### config.mk
export PLATFORM = sky130hd
export DESIGN_NAME = if_prefetch
export DESIGN_NICKNAME = d
export VERILOG_FILES = /design/src/rtl/if_prefetch.sv
export SDC_FILE = /design/constraint.sdc
export NUM_CORES = 1
export LEC_CHECK = 0
export ABC_AREA = 1
export BUFFER_PORTS_ARGS = -buffer_cell sky130_fd_sc_hd__buf_2
export CORE_MARGIN = 3
export CORE_UTILIZATION = 50
export CTS_CLUSTER_DIAMETER = 60
export DETAILED_ROUTE_END_ITERATION = 10
export HOLD_SLACK_MARGIN = 0.06
export PLACE_DENSITY = 0.7
export SETUP_SLACK_MARGIN = 0.4
export SYNTH_ARGS = -nofsm -noshare
export SYNTH_HDL_FRONTEND = slang
export SYNTH_SLANG_ARGS = --single-unit
### constraint.sdc
create_clock -name clk -period 5.6 [get_ports clk]
set_clock_uncertainty 0.2 [all_clocks]
set_input_delay 0.56 -clock clk [delete_from_list [all_inputs] [get_ports clk]]
set_output_delay 0.56 -clock clk [all_outputs]
set_load 0.05 [all_outputs]
### src/rtl/if_prefetch.sv
// Instruction prefetcher: issues sequential fetches into a small {pc, instr} queue with redirect flush.
// Optional performance counters (fetch_cnt, flush_cnt) are enabled by defining IF_PERF_CNT_EN.
module if_prefetch #(
    parameter int          DEPTH    = 4,
    parameter logic [31:0] RESET_PC = 32'h0000_0000
) (
    input  logic        clk,
    input  logic        rst,
    output logic [31:0] im_add,
    input  logic [31:0] im_data,
    output logic        im_en,
    output logic        im_rd_wr,
    input  logic        redirect,
    input  logic [31:0] redirect_pc,
    output logic        if_valid,
    output logic [31:0] if_instr,
    output logic [31:0] if_pc,
    input  logic        id_ready
`ifdef IF_PERF_CNT_EN
    ,
    output logic [31:0] fetch_cnt,
    output logic [31:0] flush_cnt
`endif
);

    localparam int PTR_W = $clog2(DEPTH);
    localparam int CNT_W = PTR_W + 1;

    logic [31:0]      fetch_pc;
    logic [31:0]      add_q;
    logic [31:0]      ret_pc_p1;
    logic             inflight;
    logic [CNT_W-1:0] count;
    logic [PTR_W-1:0] rd_ptr;
    logic [PTR_W-1:0] wr_ptr;
    logic [31:0]      pc_mem    [DEPTH];
    logic [31:0]      instr_mem [DEPTH];

    logic issue;
    logic push;
    logic pop;
    logic unused_bits;

    assign unused_bits = ^redirect_pc[1:0];

    // A slot is reserved for every outstanding read, so a return can always be stored.
    always_comb begin
        issue = 1'b0;
        push  = 1'b0;
        pop   = 1'b0;
        if (!rst && !redirect) begin
            issue = (count + CNT_W'(inflight)) < CNT_W'(DEPTH);
            push  = inflight;
            pop   = (count != '0) && id_ready;
        end
    end

    assign im_en    = issue;
    assign im_rd_wr = 1'b0;
    assign im_add   = rst ? RESET_PC : (issue ? fetch_pc : add_q);
    assign if_valid = !rst && (count != '0);
    assign if_instr = instr_mem[rd_ptr];
    assign if_pc    = pc_mem[rd_ptr];

    always_ff @(posedge clk) begin
        if (rst) begin
            fetch_pc <= RESET_PC;
            add_q    <= RESET_PC;
            inflight <= 1'b0;
            count    <= '0;
            rd_ptr   <= '0;
            wr_ptr   <= '0;
        end else if (redirect) begin
            fetch_pc <= {redirect_pc[31:2], 2'b00};
            inflight <= 1'b0;
            count    <= '0;
            rd_ptr   <= '0;
            wr_ptr   <= '0;
        end else begin
            inflight <= issue;
            if (issue) begin
                fetch_pc <= fetch_pc + 32'd4;
                add_q    <= fetch_pc;
            end
            if (push) wr_ptr <= wr_ptr + 1'b1;
            if (pop)  rd_ptr <= rd_ptr + 1'b1;
            count <= count + CNT_W'(push) - CNT_W'(pop);
        end
    end

    // Return stage: the address of the outstanding read travels with it into the queue.
    always_ff @(posedge clk) begin
        if (issue) ret_pc_p1 <= fetch_pc;
        if (push) begin
            pc_mem[wr_ptr]    <= ret_pc_p1;
            instr_mem[wr_ptr] <= im_data;
        end
    end

`ifdef IF_PERF_CNT_EN
    always_ff @(posedge clk) begin
        if (rst) begin
            fetch_cnt <= '0;
            flush_cnt <= '0;
        end else begin
            if (push)     fetch_cnt <= fetch_cnt + 32'd1;
            if (redirect) flush_cnt <= flush_cnt + 32'd1;
        end
    end
`endif

endmodule

---- Yosys cells after proc, flatten, opt, wreduce, memory -nomap -nowiden ----
Memory sizes are Yosys's and may differ from the RTL's. A register that Yosys moved wholly into a read port is not among the register bits.
Cells that the tools add are included.
operators by class
  reductions and logical operators ........ 8
  magnitude comparators ................... 1
  add/sub/neg operators ................... 6
  multiplexer cells ....................... 13
operators by type and width
  cell                   number
  $mux 32                4
  $add 32x3->32 const B  1
  $mux 2                 4
  $add 3x1->3            2
  $mux 1                 5
  $add 2x1->2 const B    2
  $logic_and 1x1->1      3
  $lt 3x3->1 const B     1
  $reduce_bool 3->1      1
  $sub 3x1->3            1
  $logic_not 1->1        2
  $reduce_bool 2->1      1
  $reduce_or 2->1        1
storage, ports and cells
  bits of input ports ..................... 68
  output and inout port bits .............. 99
  bits in writable memories ............... 256
  word-level logic and storage cells ...... 38
  register bits ........................... 104
  memories ................................ 2
memories
  memory     words  bits a word  read ports  clocked after memory_dff  wr ports  line  RTL
  instr_mem  4      32           1           1                         1         37    logic [31:0] instr_mem [DEPTH];
  pc_mem     4      32           1           1                         1         36    logic [31:0] pc_mem [DEPTH];

---- Depth between registers and ports, before layout ----
  depth after elaboration ................. 5
  depth in mapped cells ................... 12
  depth with buffers taken out ............ 12

---- Worst setup path before layout ----
Ideal clock, no wire load.
  path type ............................... in2reg
  start point ............................. input redirect
  end point ............................... memory instr_mem[0][0], enable pin
  required time ........................... 4.918 ns
  path slack .............................. 1.383 ns
  path buffers ............................ 0
  data arrival time ....................... 3.535 ns
  setup time .............................. 0.482 ns
  cell stages on the path ................. 3
  cell sequence ........................... nor2_2 -> nand2_1 -> nor2_1
between the ends
  longest elaborated chain between the ends .. 5
RTL lines
  element                       line  RTL
  start: declaration            13    input logic redirect,
  $logic_not 1->1               51    if (!rst && !redirect) begin
  $logic_and 1x1->1             51
  $mux 1                        51
  $mux 1                        94    if (push) begin
  $mux 1 (implied by the code)  96    instr_mem[wr_ptr] <= im_data;
  end: declaration              37
Every way passes these cells.

---- Worst setup path after layout ----
  start point ............................. register count[1]
  end point ............................... output im_add[14]
between the ends
  longest elaborated chain between the ends .. 5
RTL lines
  element                   line  RTL
  start: declaration        33    logic [CNT_W-1:0] count;
  start signal: assignment  87    count <= count + CNT_W'(push) - CNT_W'(pop);
  $add 3x1->3               52    issue = (count + CNT_W'(inflight)) < CNT_W'(DEPTH);
  $lt 3x3->1                52
  $mux 1                    51
  $mux 32                   --
  $mux 32                   60    assign im_add = rst ? RESET_PC : (issue ? fetch_pc : add_q);
  end: declaration          9     output logic [31:0] im_add,
Every way passes these cells.

==> impl_summary.log <==
[metrics] met2 Track Usage GR: 30.9%
[metrics] WP data required: 4.84 ns
[metrics] switching share of power: 21.7%
[metrics] ys async rst share: 0%
[metrics] kind of end point of the critical path: output port
[metrics] final routed wire length divided by cell count: 16.6 um
[metrics] cell with the biggest individual delay on the critical path: sky130_fd_sc_hd__clkinv_2
[metrics] met3 Track Usage GR: 3.55%
[metrics] share of post-route cells with drive strength above 1: 17.7%
[metrics] clock share of power: 41.4%
[metrics] Row Count: 60
[metrics] CTS Buffer Depth: 3
[metrics] fraction of the cycle the final worst path needs: 62.6%
[metrics] Die W: 173 um
[metrics] number of buffers added by the clock tree synthesis step: 37
[metrics] net switching power: 1.18 mW
[metrics] GR Layer Usage met1: 27.9%
[metrics] global-route layer with the greatest usage: met2
[metrics] transition time of the tightest slew-check pin: 1.01 ns
[metrics] cells on worst reg2reg path: 3
[metrics] ys flop type: sky130_fd_sc_hd__edfxtp_1
[metrics] Hold Crit Start: im_data[15]
[metrics] sequential cell area fraction in the yosys report: 70.0%
[metrics] depth of the worst hold-timing path: 1
[metrics] library cell used as clock root buffer: sky130_fd_sc_hd__clkbuf_16
[metrics] commonest cells after routing, fill and taps aside: sky130_fd_sc_hd__edfxtp_1 (278), sky130_fd_sc_hd__nor2_1 (174), sky130_fd_sc_hd__nand2_1 (166)
[metrics] GRT Util Overall: 19.5%
[metrics] via total after detailed routing: 9571
[metrics] Port-buffer cells: 161
[metrics] internal power: 4.24 mW
[metrics] Max-Cap Viols: 0
[metrics] critical-path cell list: nand3_1 > nand2_1 > nand3_2 > clkinv_2 > buf_4 > o21ai_0 > a21oi_1 > buf_2
[metrics] fin crit period: 3.50 ns
[metrics] Die Footprint: 30000 um^2
[metrics] post-layout total power: 5.41 mW
[metrics] number of post-CTS setup repair buffers: 0
[metrics] via count of the first global-routing pass: 9151
[metrics] Final Slew Violations: 0
[metrics] placer's final routability congestion estimate: 0.796
[metrics] capturing point of the worst reg2reg path: pc_mem[0][25]$_DFFE_PP_
[metrics] height of the die: 173 um
[metrics] drt via density: 5.28
[metrics] count of distinct cell types in the synthesized netlist: 33
[metrics] warnings from Yosys: 0
[metrics] drt first-iter violations: 776
[metrics] power density over the cells: 328 nW/um^2
[metrics] Net count, final: 1490
[metrics] overall overflow remaining after global route: 0
[metrics] placed wire-length estimate after detailed placement: 18.4 mm
[metrics] fill cell instance count of the final layout: 2215
[metrics] type of the worst min-delay path: in -> reg
[metrics] final setup violation count: 0
[metrics] TritonCTS clock tree: yes
[metrics] final-layout setup total negative slack: 0 ns
[metrics] clock-pin slew reported for the worst setup and hold paths after clock tree synthesis: 0.05 ns
[metrics] worst rel slew slack: 32.6%
[metrics] worst voltage drop across the vdd grid: 221 uV
[metrics] starting density of the core: 51.3%
[metrics] most common cell after layout, fill and taps aside: sky130_fd_sc_hd__edfxtp_1
[metrics] Post-Synthesis Cells: 1244
[metrics] arrival time at the worst endpoint: 2.74 ns
[metrics] type of the setup path with the least slack: reg -> out
[metrics] number of enable-type register cells in the synthesized netlist: 278
[metrics] routed wire length: 30.0 mm
[metrics] run status: finished clean
[metrics] # H-tree levels: 2
[metrics] number of top-level pins: 167
[metrics] antenna violations before repair: 2
[metrics] number of remaining DRC errors: 0
[metrics] largest net degree at the start of global routing: 80
[metrics] unrepaired setup endpoints after global routing: false
[metrics] maximum clock rate: 0.285 GHz
[metrics] floorplan core area: 27300 um^2
[metrics] CP max stage delay: 0.47 ns
[metrics] first-pass GRT wire length: 47.6 mm
[metrics] Worst Setup Start Kind: register
[metrics] R2R setup slack: 3.22 ns
[metrics] highest net fanout along the worst path: 52
[metrics] clock tree sinks: 350
[metrics] Critical R2R Launch: inflight$_SDFF_PP0_
[metrics] post-route ant nets: 0
[metrics] Hold EP: instr_mem[0][15]$_DFFE_PP_
[metrics] post-synthesis sequential element count: 350
[metrics] final count of hold timing violations: 0
[metrics] quantity of gates resized following cts: 0
[metrics] clock insertion delay at the later pin of the skew report: 0.52 ns
[metrics] combinational group share of total power: 5.1%
[metrics] sequential cell fraction of total power: 53.4%
[metrics] static leakage power: 6.10 nW
[metrics] mean instance size in the synthesized netlist: 11.2 um^2
[metrics] number of detailed-route iterations in the first pass: 5
[metrics] post-synthesis cell area: 14000 um^2
[metrics] Area Overhead vs Synth: 17.9%
## cells by family after synthesis
family | after synthesis | share of synthesized area [%]
AND/OR/NAND/NOR | 423 | 12.7
flip-flops | 350 | 70.0
AO/OA/AOI/OAI | 306 | 11.7
buffers and inverters | 147 | 4.25
XOR/XNOR | 9 | 0.564
adder cells (fa/ha/maj) | 8 | 0.770
other | 1 | 0.0268
## through the flow
| stage | std cells | util (%) | hold slack (ns) | cell area, um^2 | setup WS, ns |
|---|---|---|---|---|---|
| 6_report | 1811 | 60.5 | 0.0782 | 16500 | 2.10 |
| 5_1_grt | 1810 | 60.5 | 0.0656 | 16500 | 1.78 |
| 4_1_cts | 1810 | 60.5 | 0.0601 | 16500 | 2.07 |
| 3_5_place_dp | 1725 | 55.6 | 0.248 | 15200 | 2.23 |
| 3_3_place_gp | 1725 | 55.6 | 0.242 | 15200 | 2.27 |
| 2_1_floorplan | 1246 | - | 0.236 | 14000 | 1.38 |
## state kept, by name, summed over array words and instances, names as in the netlist, named ones only
| signal | flops |
|---|---|
| wr_ptr | 2 |
| add_q | 32 |
| instr_mem | 128 |
| pc_mem | 120 |
| rd_ptr | 2 |
| inflight | 1 |
| count | 3 |
| fetch_pc | 30 |
| ret_pc_p1 | 30 |
## cells in the mapped netlist (all sizes together) (4+ instances only)
cell type / count / share of area (%)
dfxtp: 72 / 10
a21oi: 85 / 3.1
o22ai: 62 / 2.8
nand3: 58 / 2.1
edfxtp: 278 / 60
nand2: 172 / 4.8
clkbuf: 42 / 1.1
ha: 7 / 0.63
o21ai: 150 / 5.4
nor2: 189 / 5.5
inv: 78 / 2.1
xnor2: 7 / 0.44
o21bai: 4 / 0.21
buf: 27 / 1.0
## power by group through the flow
| stage | combinational, mW | clock (mW) | sequential [mW] |
|---|---|---|---|
| 2_1_floorplan | 0.185 | 0 | 2.93 |
| 3_3_place_gp | 0.260 | 0 | 2.94 |
| 3_5_place_dp | 0.265 | 0 | 2.95 |
| 4_1_cts | 0.279 | 2.29 | 2.89 |
| 5_1_grt | 0.304 | 2.40 | 2.90 |
| 6_report | 0.277 | 2.24 | 2.89 |
## metal layers
| metal | vias up | routed length (um) | part of all wire (%) |
|---|---|---|---|
| met4 | 2 | 626 | 2.1 |
| met5 | - | 7 | 0.023 |
| met2 | 276 | 14000 | 47 |
| met3 | 47 | 1730 | 5.8 |
| met1 | 4548 | 13600 | 46 |
| li1 | 4698 | - | - |
## what timing repair did
item                                    CTS  global route
endpoints found under the hold margin    85             0
endpoints found under the setup margin    0             0
hold buffers                             22             0
## final cells by class
class	count	area (um^2)	share of cell area, %
antenna	1	2.50	0.0152
multi-input combinational	749	3640	22.1
clock buffer	43	948	5.75
sequential	350	9790	59.4
tap	372	465	2.82
timing repair buffer	198	1190	7.21
inverter	78	295	1.79
clock inverter	20	159	0.964
## worst max-delay path, delay by kind of cell (launching register included)
kind	cells	cell delay [ns]
AO/OA/AOI/OAI	2	0.35
flip-flops	1	0.44
buffers and inverters	3	1.17
AND/OR/NAND/NOR	3	0.27
## worst max-delay path by stage
stage,to,slack [ns],start,cells past startpoint
floorplan,instr_mem[0][0]$_DFFE_PP_,1.38,redirect,3
global placement,im_add[13],2.27,redirect,8
detailed placement,im_add[14],2.23,redirect,8
CTS,im_add[14],2.07,count[1]$_SDFF_PP0_,8
global route,im_add[14],1.78,count[1]$_SDFF_PP0_,8
finish,im_add[14],2.10,count[1]$_SDFF_PP0_,8
No activity file was read; power rests on OpenSTA's default activity.
